==> src/rtl/nonce_result_pkg.sv <==
// Shared types and constants for the nonce result serializer slice.
package nonce_result_pkg;

  typedef struct packed {
    logic        success;
    logic [31:0] nonce;
  } nonce_result_t;

  typedef enum logic [1:0] {
    IDLE   = 2'd0,
    STATUS = 2'd1,
    NONCE  = 2'd2
  } state_e;

  localparam logic [7:0] STATUS_OK_DEFAULT   = 8'hA5;
  localparam logic [7:0] STATUS_FAIL_DEFAULT = 8'h5A;

  // Nonce bytes go out little-endian: idx 0 is nonce[7:0].
  function automatic logic [7:0] nonce_byte(input logic [31:0] nonce, input logic [1:0] idx);
    return nonce[{idx, 3'b000} +: 8];
  endfunction

endpackage

==> src/rtl/nonce_result_serializer_if.sv <==
// Result input and byte-link output bundle of the nonce result serializer.
interface nonce_result_serializer_if;
  logic        valid_i;
  logic        success_i;
  logic [31:0] nonce_i;
  logic [7:0]  byte_o;
  logic        byte_valid_o;
  logic        byte_ready_i;
  logic        busy_o;
  logic        overflow_o;

  modport slave (
    input  valid_i, success_i, nonce_i, byte_ready_i,
    output byte_o, byte_valid_o, busy_o, overflow_o
  );

  modport master (
    output valid_i, success_i, nonce_i, byte_ready_i,
    input  byte_o, byte_valid_o, busy_o, overflow_o
  );
endinterface

==> src/rtl/nonce_result_fifo.sv <==
// Synchronous FIFO of decoded nonce results; caller qualifies push/pop.
module nonce_result_fifo
  import nonce_result_pkg::*;
#(
  parameter  int unsigned DEPTH = 4,
  localparam int unsigned AW    = $clog2(DEPTH),
  localparam int unsigned CW    = AW + 1
) (
  input  logic          clk,
  input  logic          rst,
  input  logic          push_i,
  input  logic          pop_i,
  input  nonce_result_t wdata_i,
  output nonce_result_t rdata_o,
  output logic          full_o,
  output logic          empty_o,
  output logic [CW-1:0] count_o
);

  nonce_result_t mem_q [DEPTH];
  logic [AW-1:0] wr_ptr_q, wr_ptr_d;
  logic [AW-1:0] rd_ptr_q, rd_ptr_d;
  logic [CW-1:0] count_q, count_d;

  always_comb begin
    wr_ptr_d = wr_ptr_q;
    rd_ptr_d = rd_ptr_q;
    if (push_i) wr_ptr_d = wr_ptr_q + AW'(1);
    if (pop_i)  rd_ptr_d = rd_ptr_q + AW'(1);
    count_d = count_q + CW'(push_i) - CW'(pop_i);
  end

  always_ff @(posedge clk or negedge rst) begin
    if (!rst) begin
      wr_ptr_q <= '0;
      rd_ptr_q <= '0;
      count_q  <= '0;
      for (int unsigned i = 0; i < DEPTH; i++) mem_q[i] <= '0;
    end else begin
      wr_ptr_q <= wr_ptr_d;
      rd_ptr_q <= rd_ptr_d;
      count_q  <= count_d;
      // On a full push+pop wr_ptr equals rd_ptr; the head is read before this write lands.
      if (push_i) mem_q[wr_ptr_q] <= wdata_i;
    end
  end

  assign rdata_o = mem_q[rd_ptr_q];
  assign full_o  = (count_q == CW'(DEPTH));
  assign empty_o = (count_q == '0);
  assign count_o = count_q;

endmodule

==> src/rtl/nonce_result_serializer.sv <==
// Buffers nonce decoder results and streams each one as a status(+nonce) byte frame.
module nonce_result_serializer
  import nonce_result_pkg::*;
#(
  parameter int unsigned FIFO_DEPTH  = 4,
  parameter logic [7:0]  STATUS_OK   = STATUS_OK_DEFAULT,
  parameter logic [7:0]  STATUS_FAIL = STATUS_FAIL_DEFAULT
) (
  input logic                      clk,
  input logic                      rst,
  nonce_result_serializer_if.slave bus
);

  localparam int unsigned CW = $clog2(FIFO_DEPTH) + 1;

  state_e        state_q, state_d;
  nonce_result_t frame_q, frame_d;
  nonce_result_t head, wdata;
  logic [1:0]    idx_q, idx_d;
  logic [7:0]    byte_q, byte_d;
  logic          byte_valid_q, byte_valid_d;
  logic          busy_q, busy_d;
  logic          overflow_q, overflow_d;
  logic          push, pop, full, empty, xfer;
  logic [CW-1:0] count, count_next;

  assign wdata = {bus.success_i, bus.nonce_i};
  // A full FIFO still accepts a result when the FSM pops on the same edge.
  assign push  = bus.valid_i & (~full | pop);

  nonce_result_fifo #(.DEPTH(FIFO_DEPTH)) u_fifo (
    .clk     (clk),
    .rst     (rst),
    .push_i  (push),
    .pop_i   (pop),
    .wdata_i (wdata),
    .rdata_o (head),
    .full_o  (full),
    .empty_o (empty),
    .count_o (count)
  );

  always_comb begin
    state_d = state_q;
    frame_d = frame_q;
    idx_d   = idx_q;
    pop     = 1'b0;
    xfer    = byte_valid_q & bus.byte_ready_i;
    case (state_q)
      IDLE: begin
        if (!empty) begin
          pop     = 1'b1;
          frame_d = head;
          state_d = STATUS;
        end
      end
      STATUS: begin
        if (xfer) begin
          if (frame_q.success) begin
            state_d = NONCE;
            idx_d   = '0;
          end else if (!empty) begin
            pop     = 1'b1;
            frame_d = head;
          end else begin
            state_d = IDLE;
          end
        end
      end
      NONCE: begin
        if (xfer) begin
          if (idx_q != 2'd3) begin
            idx_d = idx_q + 2'd1;
          end else if (!empty) begin
            pop     = 1'b1;
            frame_d = head;
            state_d = STATUS;
          end else begin
            state_d = IDLE;
          end
        end
      end
      default: state_d = IDLE;
    endcase
  end

  // Outputs are registered from next-state values so they line up with the state they describe.
  always_comb begin
    byte_valid_d = (state_d != IDLE);
    byte_d       = '0;
    case (state_d)
      STATUS:  byte_d = frame_d.success ? STATUS_OK : STATUS_FAIL;
      NONCE:   byte_d = nonce_byte(frame_d.nonce, idx_d);
      default: byte_d = '0;
    endcase
    count_next = count + CW'(push) - CW'(pop);
    busy_d     = (state_d != IDLE) | (count_next != '0);
    overflow_d = overflow_q | (bus.valid_i & full & ~pop);
  end

  always_ff @(posedge clk or negedge rst) begin
    if (!rst) begin
      state_q      <= IDLE;
      frame_q      <= '0;
      idx_q        <= '0;
      byte_q       <= '0;
      byte_valid_q <= 1'b0;
      busy_q       <= 1'b0;
      overflow_q   <= 1'b0;
    end else begin
      state_q      <= state_d;
      frame_q      <= frame_d;
      idx_q        <= idx_d;
      byte_q       <= byte_d;
      byte_valid_q <= byte_valid_d;
      busy_q       <= busy_d;
      overflow_q   <= overflow_d;
    end
  end

  assign bus.byte_o       = byte_q;
  assign bus.byte_valid_o = byte_valid_q;
  assign bus.busy_o       = busy_q;
  assign bus.overflow_o   = overflow_q;

endmodule

==> src/flat_wrapper.sv <==
// flat-port wrapper written by rule: the top's interface ports become plain ports
module nonce_result_serializer_flat import nonce_result_pkg::*;
#(
  parameter int unsigned FIFO_DEPTH  = 4,
  parameter logic [7:0]  STATUS_OK   = STATUS_OK_DEFAULT,
  parameter logic [7:0]  STATUS_FAIL = STATUS_FAIL_DEFAULT
)
  (clk, rst, bus_valid_i, bus_success_i, bus_nonce_i, bus_byte_ready_i, bus_byte_o, bus_byte_valid_o, bus_busy_o, bus_overflow_o);
  nonce_result_serializer_if bus_i ();
  input logic clk;
  input logic rst;
  input wire logic [$bits(bus_i.valid_i)-1:0] bus_valid_i;
  input wire logic [$bits(bus_i.success_i)-1:0] bus_success_i;
  input wire logic [$bits(bus_i.nonce_i)-1:0] bus_nonce_i;
  input wire logic [$bits(bus_i.byte_ready_i)-1:0] bus_byte_ready_i;
  output wire logic [$bits(bus_i.byte_o)-1:0] bus_byte_o;
  output wire logic [$bits(bus_i.byte_valid_o)-1:0] bus_byte_valid_o;
  output wire logic [$bits(bus_i.busy_o)-1:0] bus_busy_o;
  output wire logic [$bits(bus_i.overflow_o)-1:0] bus_overflow_o;
  assign bus_i.valid_i = bus_valid_i;
  assign bus_i.success_i = bus_success_i;
  assign bus_i.nonce_i = bus_nonce_i;
  assign bus_i.byte_ready_i = bus_byte_ready_i;
  assign bus_byte_o = bus_i.byte_o;
  assign bus_byte_valid_o = bus_i.byte_valid_o;
  assign bus_busy_o = bus_i.busy_o;
  assign bus_overflow_o = bus_i.overflow_o;
  nonce_result_serializer #(.FIFO_DEPTH(FIFO_DEPTH), .STATUS_OK(STATUS_OK), .STATUS_FAIL(STATUS_FAIL)) u_core (.clk(clk), .rst(rst), .bus(bus_i));
endmodule
==> config.mk <==
export PLATFORM = sky130hd
export DESIGN_NAME = nonce_result_serializer_flat
export DESIGN_NICKNAME = d
export VERILOG_FILES = /design/src/rtl/nonce_result_pkg.sv /design/src/rtl/nonce_result_serializer_if.sv /design/src/rtl/nonce_result_fifo.sv /design/src/rtl/nonce_result_serializer.sv /design/src/flat_wrapper.sv
export SDC_FILE = /design/constraint.sdc
export NUM_CORES = 1
export LEC_CHECK = 0
export CAP_MARGIN = 25
export CORE_UTILIZATION = 37
export CTS_BUF_LIST = sky130_fd_sc_hd__clkbuf_8
export DETAILED_ROUTE_END_ITERATION = 8
export GPL_TIMING_DRIVEN = 0
export PLACE_DENSITY_LB_ADDON = 0.05
export SYNTH_ARGS = -nofsm -noshare
export SYNTH_HDL_FRONTEND = slang
export SYNTH_SLANG_ARGS = --single-unit
export TNS_END_PERCENT = 50
==> constraint.sdc <==
create_clock -name clk -period 8.2 [get_ports clk]
set_input_delay 2.46 -clock clk [delete_from_list [all_inputs] [get_ports clk]]
set_output_delay 2.46 -clock clk [all_outputs]
set_load 0.005 [all_outputs]
==> metrics.csv, run 1 <==
stage;metric;value;unit
route;first_iter_violations;283;
synthesis;netlist_instances;574;
clock_tree;hold_buffers;0;
synthesis;yosysTopAreaCell;dfrtp_1;
setup_path;path_class;input pin to register;
synthesis;async_reset_ff_share;100;%
synthesis;synth-simple-area-share;3.48;%
synthesis;yosysWarnings;0;
placed_design;port_buffers;46;
setup_path;end_kind;register;
clock_tree;cts_tree;yes;
sta;finalCritPeriodShare;56.5;%
setup_path;crit_path_max_fanout;8;
cells_and_area;antenna_cells;0;
synthesis;synth.area.mux_share;28.0;%
worst_hold_path;hold_class;register to register;
setup_path;crit_arrival;4970;ps
setup_path;r2r-end;u_core.bus.busy_o$_DFF_PN0_;
sta;fin_crit;4630;ps
floorplanning;initial_core_util;38.0;%
sta;final_hold_viol_count;0;
job;drv_cap;0;
setup_path;startpoint_type;input pin;
synthesis;synthXorXnorAreaFrac;0.505;%
sta;setup_slack;3570;ps
synthesis;synth_compound_gate_area_share;8.23;%
route;vias_per_cell;5.30;
power;p_int;0.00271;W
setup_path;startpoint;bus_valid_i;
synthesis;synth.ff_latch_count;187;
floorplanning;die_h;155;um
power;p_per_area;425;mW/mm^2
placed_design;dp_cells;934;
synthesis;synthAdderAreaFrac;2.11;%
synthesis;netlist_area;0.00868;mm^2
synthesis;synthFlopType;dfrtp_1;
cells_and_area;finalNonFillerCells;966;
synthesis;synth-edff-count;0;
synthesis;yosysMostFrequentCell;dfrtp_1;
power;peakVddDrop;0.126;mV
clock_tree;clkTransAtPathRegs;100;ps
clock_tree;clock-sinks;187;
setup_path;reg2reg_from;u_core.state_q[0]$_DFF_PN0_;
power;clockPowerShare;16.0;%
synthesis;yosys-top-cells-count;dfrtp_1 (187), mux2_2 (134), mux4_2 (33);
grt;antenna_found_initial;0;
cells_and_area;syn_to_final_growth;15.2;%
power;seqPwrFrac;37.1;%
status;status;completed;
power;cellLeakagePower;4.29;nW
synthesis;synth-seq-area-share;53.9;%
placed_design;gp_congestion;0.800;
cells_and_area;drive_gt1_share;39.1;%
route;drc;0;
synthesis;synth_cell_types;55;
synthesis;yosysTopAreaCellShare;53.9;%
clock_tree;numCtsBuffers;17;
floorplanning;dieWidth;155;um
power;swShare;36.2;%
cells_and_area;fillers;2105;
grt;grt_use_total;19.0;%
setup_path;cp_data_required_time;8540;ps
grt;gr-total-overflow;0;
power;pwr-share-comb;46.8;%
grt;grt_pass1_wl;33.5;mm
floorplanning;die_area;0.0241;mm^2
power;total_power;0.00425;W
synthesis;syn-mean-instance-area;15.1;um^2
sta;slew_headroom;37.2;%
route;wirelength;21.1;mm
route;ant_nets;0;
route;vias;5121;
floorplanning;rows;55;
route;first_pass_iters;4;
sta;finClkSkew;12.9;ps
clock_tree;insertion_delay;470;ps
floorplanning;io_pins;48;
placed_design;pre_cts_slack;3060;ps
placed_design;dp_hpwl;14.3;mm
power;p_switching;0.00154;W
sta;worst_slew_pin_slew;942;ps
sta;drv_slew;0;
route;wl_per_cell;21.9;um
cells_and_area;nNetsFinal;691;
synthesis;syn_nets;625;
clock_tree;post_cts_resized;0;
setup_path;rr_worst_depth;12;
clock_tree;htree_levels;4;
clock_tree;root_buffer;clkbuf_8;
synthesis;netlist_top_cells_area;dfrtp_1 (54%), mux2_2 (17%), mux4_2 (8.6%);
sta;fmax;216;MHz
grt;grt_max_degree;108;
synthesis;synth_top_family_by_area;multiplexers;
floorplanning;core_area;0.0228;mm^2
clock_tree;post-cts-setup-buffers;0;
sta;setup_viol;0;
setup_path;reg2reg_slack;4710;ps
setup_path;critical_path.endpoint;u_core.bus.busy_o$_DFF_PN0_;
clock_tree;clockBufferDepth;2;
grt;grt_pass1_vias;5614;
sta;grt_setup_unrepaired;no;
sta;tns;0;ps
[layout make-up]
type	count	area [um^2]	share of cell area, %
inverters	14	52.6	0.526
plain buffers	36	269	2.69
clock inverters	15	201	2.02
multi-input cells	337	3670	36.8
clock buffers	17	234	2.34
repair buffers	47	493	4.93
well taps	313	392	3.92
flip-flops and latches	187	4680	46.8
[layout by cell type, fill, tap and decap left out, types with 4 or more instances in the layout]
cell type and count:
a21o_1 4, o22ai_1 7, ha_1 13, clkbuf_1 5
nor2_1 9, o31ai_1 10, nand2_1 7, buf_4 4
xnor2_1 4, inv_1 15, buf_6 14, dfrtp_1 187
mux2_4 12, o21ai_0 4, a22o_1 29, buf_2 11
mux2_2 134, clkdlybuf4s50_1 45, clkbuf_8 17, a221oi_1 10
nand2_2 5, mux4_2 33, inv_6 5, a21oi_1 5
[cell families (layout without fill, tap and decap cells)]
family / Yosys count / count (layout)
xor gates and xnor gates: 5 / 5
AOI/OAI and AO/OA: 88 / 88
DFF: 187 / 187
adders and majority gates: 14 / 14
muxes: 179 / 179
and+or+nand+nor: 51 / 51
buffers and inverters: 50 / 129
[routing by layer]
layer,vias to the layer above,routed length [um],track usage (%)
met1,2711,9940,25.7
li1,2301,-,-
met5,-,0,0
met3,16,668,3.76
met4,0,288,5.52
met2,93,10300,31.1
[flip-flops by register name, indices dropped and copies added, names as in the netlist, 2 cells and up]
name,flops
u_core.frame_q,33
u_core.bus.byte_o,8
u_core.u_fifo.wr_ptr_q,2
u_core.idx_q,2
u_core.u_fifo.rd_ptr_q,2
u_core.state_q,2
u_core.u_fifo.mem_q,132
u_core.u_fifo.count_o,3
[worst min-delay path by stage]
stage / slack (ps) / depth (start not counted) / start / end
5_1_grt: 500 / 1 / u_core.bus.overflow_o$_DFF_PN0_ / u_core.bus.overflow_o$_DFF_PN0_
6_report: 480 / 1 / u_core.bus.overflow_o$_DFF_PN0_ / u_core.bus.overflow_o$_DFF_PN0_
3_5_place_dp: 460 / 1 / u_core.bus.overflow_o$_DFF_PN0_ / u_core.bus.overflow_o$_DFF_PN0_
2_1_floorplan: 450 / 1 / u_core.frame_q[15]$_DFF_PN0_ / u_core.frame_q[15]$_DFF_PN0_
4_1_cts: 490 / 1 / u_core.bus.overflow_o$_DFF_PN0_ / u_core.bus.overflow_o$_DFF_PN0_
3_3_place_gp: 450 / 1 / u_core.bus.overflow_o$_DFF_PN0_ / u_core.bus.overflow_o$_DFF_PN0_
[power by group through the flow]
stage	logic (W)	registers, W	clock network [W]
floorplan	0.00146	0.00152	0
global placement	0.00197	0.00157	0
detailed placement	0.00202	0.00159	0
CTS	0.00202	0.00157	0.000709
global route	0.00215	0.00163	0.000741
finish	0.00199	0.00158	0.000682
[critical path: stages]
cell and delay, ps:
clkdlybuf4s50_1 480, inv_1 70, a31oi_4 340, inv_1 100
ha_1 290, inv_1 40, ha_1 180, fa_1 480
or4_1 530
[per-stage QoR]
| step | utilization (%) | hold WS, ps | cell area [um^2] |
|---|---|---|---|
| 2_1_floorplan | - | 451 | 8680 |
| 3_3_place_gp | 41.7 | 450 | 9530 |
| 3_5_place_dp | 41.8 | 461 | 9560 |
| 4_1_cts | 43.8 | 486 | 10000 |
| 5_1_grt | 43.8 | 503 | 10000 |
| 6_report | 43.8 | 483 | 10000 |
No activity file was read; power rests on OpenSTA's default activity.
==> inputs of run 2 (changes only) <==
- clock period: 8.2 -> 4 ns (I/O delays scaled with it)
==> results of run 2 <==
Same layout as run 1 (identical final DEF). Status: completed.
Main changes from that run: setup slack after placement 3060 ps -> 124 ps; setup slack after layout 3570 ps -> 509 ps; start point of the critical path bus_valid_i -> u_core.state_q[0]$_DFF_PN0_; register-to-register setup slack 4710 ps -> 510 ps; total power 0.00425 W -> 0.00871 W; worst IR drop on VDD 0.126 mV -> 0.259 mV
==> edit: new RTL, config.mk and constraints of run 2 <==
Make the reset (`rst`) synchronous in 2 clocked blocks.
--- a/src/rtl/nonce_result_fifo.sv
+++ b/src/rtl/nonce_result_fifo.sv
@@ -30,7 +30,7 @@
     count_d = count_q + CW'(push_i) - CW'(pop_i);
   end
 
-  always_ff @(posedge clk or negedge rst) begin
+  always_ff @(posedge clk) begin
     if (!rst) begin
       wr_ptr_q <= '0;
       rd_ptr_q <= '0;
--- a/src/rtl/nonce_result_serializer.sv
+++ b/src/rtl/nonce_result_serializer.sv
@@ -98,7 +98,7 @@
     overflow_d = overflow_q | (bus.valid_i & full & ~pop);
   end
 
-  always_ff @(posedge clk or negedge rst) begin
+  always_ff @(posedge clk) begin
     if (!rst) begin
       state_q      <= IDLE;
       frame_q      <= '0;
Check against the original RTL: differs if rst is asserted again (counterexample within 4 cycles, from zero or initial values and one cycle with rst low); with rst held inactive, the same outputs for 4 cycles.
==> edit against run 2 <==
  * Synthesized area down 1.1%
  * Sequential cell count up 2
  * Power down 31%
  * Routed wire length up 3.5%
  * Critical path depth up 2
  * Non-clock buffer count up 16
  * Global-route usage up 0.23 points
  * Critical endpoint is now u_core.bus.byte_o[6]$_SDFF_PN0_
  * Worst setup slack worse by 0.35 ns
  * Cell area up 0.76%
  * Synthesized cell count up 13%
  * Critical path type is now input pin to register
==> edit: results (changes against run 2) <==
Placed design
The placed wire-length estimate is 15300 µm (+6.6%). The count of port buffers added during placement was 47 (+2.2%). The routability congestion estimate from global placement came to 0.853 (+6.6%). The cell count after placement was 985 (+5.5%). The pre-CTS setup slack came to -0.540 ns (-0.664 ns).

Route
The number of DRC violations after detailed-routing iteration 0 is 413 (+46%). The via count is 5522 (+7.8%). The wire length per cell after detailed routing was 21.4 µm (-2.0%).

Power and ir drop
The power density over the cells is 598 nW/µm² (-31%). The power attributed to sequential cells came to 0.00256 W (-21%). The combinational cell fraction of total power came to 0.347 (-0.121).

Cells and area
The ratio of cells with drive above 1 in the final layout was 0.166 (-0.225). The number of nets in the layout is 770 (+11%).

Clock tree
The post-cts resize count came to 3 (+3). The post-CTS repair timing setup buffer count came to 3 (+3).

Synth
Sorting the synthesized cells by area gives the leading types as sky130_fd_sc_hd__edfxtp_1 (46%), sky130_fd_sc_hd__dfxtp_1 (13%), sky130_fd_sc_hd__mux4_2 (8.7%), sky130_fd_sc_hd__and2_1 (7.5%), sky130_fd_sc_hd__and3_1 (2.6%). The number of enable flip-flop cells after synthesis is 132 (+132). The mean instance size in the synthesized netlist is 13.2 µm² (-13%).

The post-synthesis net count came to 696 (+11%). Among all flip-flop cells after synthesis, the most frequent one is sky130_fd_sc_hd__edfxtp_1. The sequential area share after synthesis is 0.595 (+0.0554).

By count the netlist is led by sky130_fd_sc_hd__edfxtp_1 (132), sky130_fd_sc_hd__and2_1 (103), sky130_fd_sc_hd__dfxtp_1 (57).

Global routing
The largest net degree at the start of global routing is 23 (-79%). The global-route usage over all layers is 0.193 (+0.00225).

Status
The run finished with clean final reports.

Timing
The worst slew margin relative to its limit is 0.461 (+0.0890).

Critical path
The data arrival time of the worst path is 4.15 ns (+0.32 ns). The largest stage delay on the critical path is 0.46 ns (-0.07 ns). The cell type group with the largest total delay on the critical path is compound AO/OA/AOI/OAI gates.

The cell type of the slowest stage on the worst timing path is sky130_fd_sc_hd__clkdlybuf4s50_1.
## edit: cell families after synthesis
kind of cell | after synthesis | synth area share
AND/OR/NAND/NOR | 251 | 0.173
flip-flops | 189 | 0.595
AO/OA/AOI/OAI | 106 | 0.0889
buffers and inverters | 54 | 0.0353
multiplexers | 33 | 0.0866
adder cells (fa/ha/maj) | 10 | 0.0155
XOR/XNOR | 6 | 0.00612
## edit: cell type report
type | instances | area, µm² | share of cell area
sequential | 189 | 5100 | 0.507
clock inverter | 14 | 180 | 0.0179
inverter | 10 | 37.5 | 0.00373
buffer | 44 | 265 | 0.0263
clock buffer | 18 | 248 | 0.0246
multi-input combinational | 406 | 3280 | 0.325
tap | 285 | 357 | 0.0354
timing repair buffer | 55 | 603 | 0.0599
## edit: final timing paths
| kind | start | to | slack, ns | cells after the start |
|---|---|---|---|---|
| setup / recovery | bus_byte_ready_i | u_core.bus.byte_o[6]$_SDFF_PN0_ | 0.16 | 14 |
| hold / removal | u_core.bus.overflow_o$_SDFF_PN0_ | u_core.bus.overflow_o$_SDFF_PN0_ | 0.47 | 1 |
| setup reg to reg | u_core.u_fifo.count_o[2]$_SDFF_PN0_ | u_core.bus.byte_o[6]$_SDFF_PN0_ | 0.78 | 12 |
| hold reg to reg | u_core.bus.overflow_o$_SDFF_PN0_ | u_core.bus.overflow_o$_SDFF_PN0_ | 0.47 | 1 |
## edit: metal layers
layer / track usage / share of wire / routed length [µm] / vias to the layer above
met5: 0 / 0 / 0 / -
met4: 0.0552 / 0.0086 / 189 / 0
met3: 0.0373 / 0.034 / 747 / 10
met2: 0.313 / 0.50 / 10900 / 110
met1: 0.263 / 0.46 / 10100 / 2827
li1: - / - / - / 2575
